--- src/rtl/serial_to_parallel_rx.sv ---
// serial_to_parallel_rx: MSB-first serial receiver with a single-entry
// valid/ready output buffer and a sticky overflow flag.
// Optional feature macro: SERIAL_RX_PARITY_EN (appends one even-parity bit per
// frame and pulses parity_err when a frame arrives with bad parity).
module serial_to_parallel_rx #(
    parameter int WIDTH = 32,
    parameter int CNT_W = 6
) (
    input  logic             clk,
    input  logic             reset,
    input  logic             start,
    input  logic             in_valid,
    input  logic             in_bit,
    output logic [WIDTH-1:0] out_data,
    output logic             out_valid,
    input  logic             out_ready,
    output logic             busy,
    output logic             overflow,
    output logic             parity_err
);

`ifdef SERIAL_RX_PARITY_EN
    // Frame = WIDTH data bits + parity; all data bits are held when parity arrives.
    localparam int FRAME = WIDTH + 1;
    localparam int SH_W  = WIDTH;
`else
    // The last data bit comes straight from in_bit, so WIDTH-1 bits of storage suffice.
    localparam int FRAME = WIDTH;
    localparam int SH_W  = WIDTH - 1;
`endif
    localparam logic [CNT_W-1:0] LAST = CNT_W'(FRAME - 1);

    typedef enum logic {BUF_EMPTY, BUF_FULL} buf_state_t;

    logic [SH_W-1:0]  r_shreg;
    logic [CNT_W-1:0] r_count;
    logic [SH_W:0]    w_shift;
    logic [WIDTH-1:0] w_word;
    logic             w_done;
    logic             w_par_ok;
    logic             w_accept;
    logic [WIDTH-1:0] r_out_data;
    logic             r_overflow;
    buf_state_t       r_buf_state;
    buf_state_t       w_buf_next;
    logic             w_load;
    logic             w_drop;

    assign w_shift = {r_shreg, in_bit};
    // A start pulse realigns, so it can never complete a frame on the same edge.
    assign w_done  = in_valid && !start && (r_count == LAST);

`ifdef SERIAL_RX_PARITY_EN
    logic r_parity_err;
    assign w_word     = r_shreg;
    assign w_par_ok   = ~^w_shift;
    assign parity_err = r_parity_err;

    // One-cycle error pulse following a frame whose parity did not check.
    always_ff @(posedge clk or posedge reset) begin
        if (reset) r_parity_err <= 1'b0;
        else       r_parity_err <= w_done && !w_par_ok;
    end
`else
    assign w_word     = w_shift;
    assign w_par_ok   = 1'b1;
    assign parity_err = 1'b0;
`endif

    assign w_accept = w_done && w_par_ok;

    // Shift register and bit counter; start discards any partial frame.
    always_ff @(posedge clk or posedge reset) begin
        if (reset) begin
            r_shreg <= '0;
            r_count <= '0;
        end else if (start) begin
            r_shreg <= in_valid ? SH_W'(in_bit) : '0;
            r_count <= in_valid ? CNT_W'(1) : '0;
        end else if (in_valid) begin
            r_shreg <= w_shift[SH_W-1:0];
            r_count <= w_done ? '0 : r_count + CNT_W'(1);
        end
    end

    // Output buffer next state: a completion loads unless the held word is
    // still unconsumed, in which case it is dropped.
    always_comb begin
        w_buf_next = r_buf_state;
        w_load     = 1'b0;
        w_drop     = 1'b0;
        case (r_buf_state)
            BUF_EMPTY: begin
                if (w_accept) begin
                    w_load     = 1'b1;
                    w_buf_next = BUF_FULL;
                end
            end
            BUF_FULL: begin
                if (w_accept) begin
                    if (out_ready) w_load = 1'b1;
                    else           w_drop = 1'b1;
                end else if (out_ready) begin
                    w_buf_next = BUF_EMPTY;
                end
            end
            default: w_buf_next = BUF_EMPTY;
        endcase
    end

    // Buffer state, held word and sticky overflow.
    always_ff @(posedge clk or posedge reset) begin
        if (reset) begin
            r_buf_state <= BUF_EMPTY;
            r_out_data  <= '0;
            r_overflow  <= 1'b0;
        end else begin
            r_buf_state <= w_buf_next;
            if (w_load) r_out_data <= w_word;
            if (w_drop) r_overflow <= 1'b1;
        end
    end

    assign out_data  = r_out_data;
    assign out_valid = (r_buf_state == BUF_FULL);
    assign busy      = (r_count != '0);
    assign overflow  = r_overflow;

endmodule

--- config.mk ---
export PLATFORM = sky130hd
export DESIGN_NAME = serial_to_parallel_rx
export DESIGN_NICKNAME = d
export VERILOG_FILES = /design/src/rtl/serial_to_parallel_rx.sv
export SDC_FILE = /design/constraint.sdc
export NUM_CORES = 1
export LEC_CHECK = 0
export ABC_AREA = 1
export BUFFER_PORTS_ARGS = -buffer_cell sky130_fd_sc_hd__clkbuf_2
export CAP_MARGIN = 20
export CORE_MARGIN = 4
export CORE_UTILIZATION = 56
export CTS_BUF_LIST = sky130_fd_sc_hd__clkbuf_16
export CTS_CLUSTER_SIZE = 20
export DETAILED_ROUTE_END_ITERATION = 16
export PLACE_DENSITY = 0.84
export SLEW_MARGIN = 10
export SYNTH_ARGS = -nofsm -noshare
export SYNTH_HDL_FRONTEND = slang
export SYNTH_SLANG_ARGS = --single-unit
export TNS_END_PERCENT = 1
--- constraint.sdc ---
create_clock -name clk -period 4.9 [get_ports clk]
set_input_delay 0 -clock clk [delete_from_list [all_inputs] [get_ports clk]]
set_output_delay 0 -clock clk [all_outputs]
set_load 0.03 [all_outputs]
==> impl_metrics.tcl <==
set metrics [dict create \
    synth_cell_types 23 \
    die_w_um 80.5 \
    slowest_delay_ns 0.70 \
    setup_tns_ns 0 \
    worstSetupPathType "in -> reg" \
    post_cts_buffers 0 \
    num_rows 26 \
    core_um2 5110 \
    cts.htree.levels 3 \
    hp-class "in -> reg" \
    synthXorXnorAreaFrac_pct 0 \
    drc 0 \
    wl_um 5860 \
    overflow 0 \
    syn_avg_cell_area_um2 9.71 \
    holdPathEnd "r_shreg[0]$_DFFE_PP0P_" \
    vias_per_cell 5.50 \
    powerDensity_nw_per_um2 375 \
    final_cell_mix "nand2_1, dfrtp_1, inv_1, clkbuf_2, nand4_1" \
    rsz0062_at_grt "no" \
    yosysWarnings 0 \
    hold_viol 0 \
    syn_to_final_growth_pct 17.8 \
    p_leak_nw 1.80 \
    period_needed_ns 2.06 \
    max_freq_ghz 0.486 \
    cp_data_required_time_ns 5.06 \
    worst_pin_slew_ns 1.01 \
    rrSetupSlack_ns 2.88 \
    r2r-start "r_count[0]$_DFFE_PP0P_" \
    cts-buffers-inserted 9 \
    grtUsageMet2_pct 32.9 \
    end_kind "flop" \
    synth_simple_gate_area_share_pct 21.7 \
    r2r-end "out_data[16]$_DFFE_PP0P_" \
    arrival_ns 2.21 \
    syn_inst 303 \
    dr_total_vias 2283 \
    syn-cell-area_um2 2940 \
    fill_cells 406 \
    hp-start "in_valid" \
    cp_slowest_cell "nor2_4" \
    cts.reportedPaths.clkPinSlew_ns 0.05 \
    grt-busiest-layer "met2" \
    synth_compound_area_share_pct 7.78 \
    synth-seq-cells 71 \
    worstPathCellList "dlygate4sd3_1, clkbuf_2, nor2_4, inv_2, o21ai_0, a21oi_1" \
    cts.path.max_buffers 2 \
    grt_first_pass_wirelength_um 10100 \
    dpl.hpwl_um 3370 \
    ir_drop_uv 225 \
    drt_first_pass_iters 4 \
    crit_start "start" \
    ant_nets 0 \
    drv_cap 0 \
    critPathTopFamily "buffers and inverters" \
    drv_slew 0 \
    clock-skew-final_ns 0.00451 \
    nets 348 \
    whs_path_depth 3 \
    first_iter_violations 232 \
    antenna_found_initial 0 \
    start_util_pct 57.6 \
    synth_top_family_by_area "simple AND/OR/NAND/NOR gates" \
    avgRoutedWirePerCell_um 14.1 \
    muxShareOfSynthArea_pct 0 \
    worst-path-buf-inv 3 \
    r2r_cells 6 \
    synth.yosys.seq_area_share_pct 60.4 \
    crit_path_start_kind "input pin" \
    grtUsageMet3_pct 3.70 \
    grt_util_all_layers_pct 20.4 \
    antenna-diode-count 0 \
    clock-root-buffer "clkbuf_16" \
    layout_commonest_cell "nand2_1" \
    synthAdderAreaFrac_pct 0.850 \
    fin_area_um2 3470 \
    grt_pass1_vias 2256 \
    maxSlewHeadroom_pct 32.9 \
    clkLatencyLatePin_ns 0.33 \
    dieArea_um2 6480 \
    io_pins 42 \
    drive_above_1_share_pct 17.7 \
    ctsResizeCount 0 \
    met1_usage_pct 25.4 \
    fin_crit_sh_pct 42.0 \
    cts.sinks 71 \
    die_y_um 80.5 \
    port_buffers 40 \
    worst-path-max-fanout 37 \
    dpl-instance-area_um2 3130 \
    place_congestion 0.808 \
    cts_tree "done" \
    grt_max_degree 72 \
    syn_nets 311 \
    status "completed" \
    finalSetupViolations 0 \
]
where the power goes:
| part | internal [mW] | total (mW) | switching (mW) | leakage [nW] |
|---|---|---|---|---|
| sequential | 0.590 | 0.595 | 0.00413 | 0.987 |
| combinational | 0.0103 | 0.0467 | 0.0364 | 0.661 |
| clock | 0.437 | 0.658 | 0.221 | 0.157 |
area by class of cell:
type	instances	area (µm²)	area share [%]
clock buffers	9	225	6.50
clock inverters	7	80.1	2.31
inverters	41	154	4.44
multi-input cells	172	897	25.9
flip-flops and latches	71	1780	51.3
well taps	70	87.6	2.53
repair buffers	45	245	7.08
routing by layer:
metal / vias to the layer above / part of all wire (%)
met5: - / 0
met4: 0 / 2.7
met3: 17 / 5.0
met2: 61 / 49
met1: 1111 / 44
li1: 1094 / -
synth_stat cells, drive strengths merged:
master / instances / area, µm²
clkbuf: 7 / 26.3
buf: 12 / 88.8
o21ai: 6 / 30.0
ha: 2 / 25.0
nand4: 33 / 206
inv: 41 / 154
nor3b: 1 / 7.51
o22ai: 29 / 181
nand3: 7 / 60.1
conb: 1 / 3.75
nor2: 7 / 50.1
nand2: 80 / 300
dfrtp: 71 / 1780
o21bai: 1 / 7.51
a21oi: 2 / 10.0
nor3: 3 / 15.0
sequential cells by signal (all words and copies together), names as in the netlist:
register / flops
out_data: 32
r_shreg: 31
r_count: 6
out_valid: 1
overflow: 1
tightest hold or removal path: cells and delay by family:
kind            cells  cell delay [ns]
buf+inv             1             0.15
compound gates      1             0.08
simple gates        1             0.06
cell families after synthesis:
family | Yosys count
AO/OA/AOI/OAI | 38
adder cells (fa/ha/maj) | 2
buffers and inverters | 60
flip-flops | 71
other | 1
AND/OR/NAND/NOR | 131
per-stage QoR:
stage	util, %	cells	setup slack (ns)	total power, mW	hold WS, ns
floorplan	-	303	3.10	0.638	0.0703
global placement	61.3	396	2.97	0.648	0.234
detailed placement	61.3	396	2.90	0.649	0.251
CTS	67.9	415	2.86	1.31	0.0152
global route	67.9	415	2.66	1.35	0.0393
finish	67.9	415	2.84	1.30	0.00414
worst max-delay path by stage:
stage | slack [ns] | endpoint | depth (start not counted)
final | 2.84 | r_count[0]$_DFFE_PP0P_ | 6
after global routing | 2.66 | r_count[3]$_DFFE_PP0P_ | 7
after CTS | 2.86 | r_count[0]$_DFFE_PP0P_ | 6
after detailed placement | 2.90 | out_data[5]$_DFFE_PP0P_ | 6
after global placement | 2.97 | out_data[10]$_DFFE_PP0P_ | 6
after floorplan | 3.10 | out_data[0]$_DFFE_PP0P_ | 1
timing repair:
action,CTS,global route
hold endpoints to repair,75,0
endpoints found under the setup margin,0,0
hold buffers,3,0
Power figures use the tool's default switching activity.
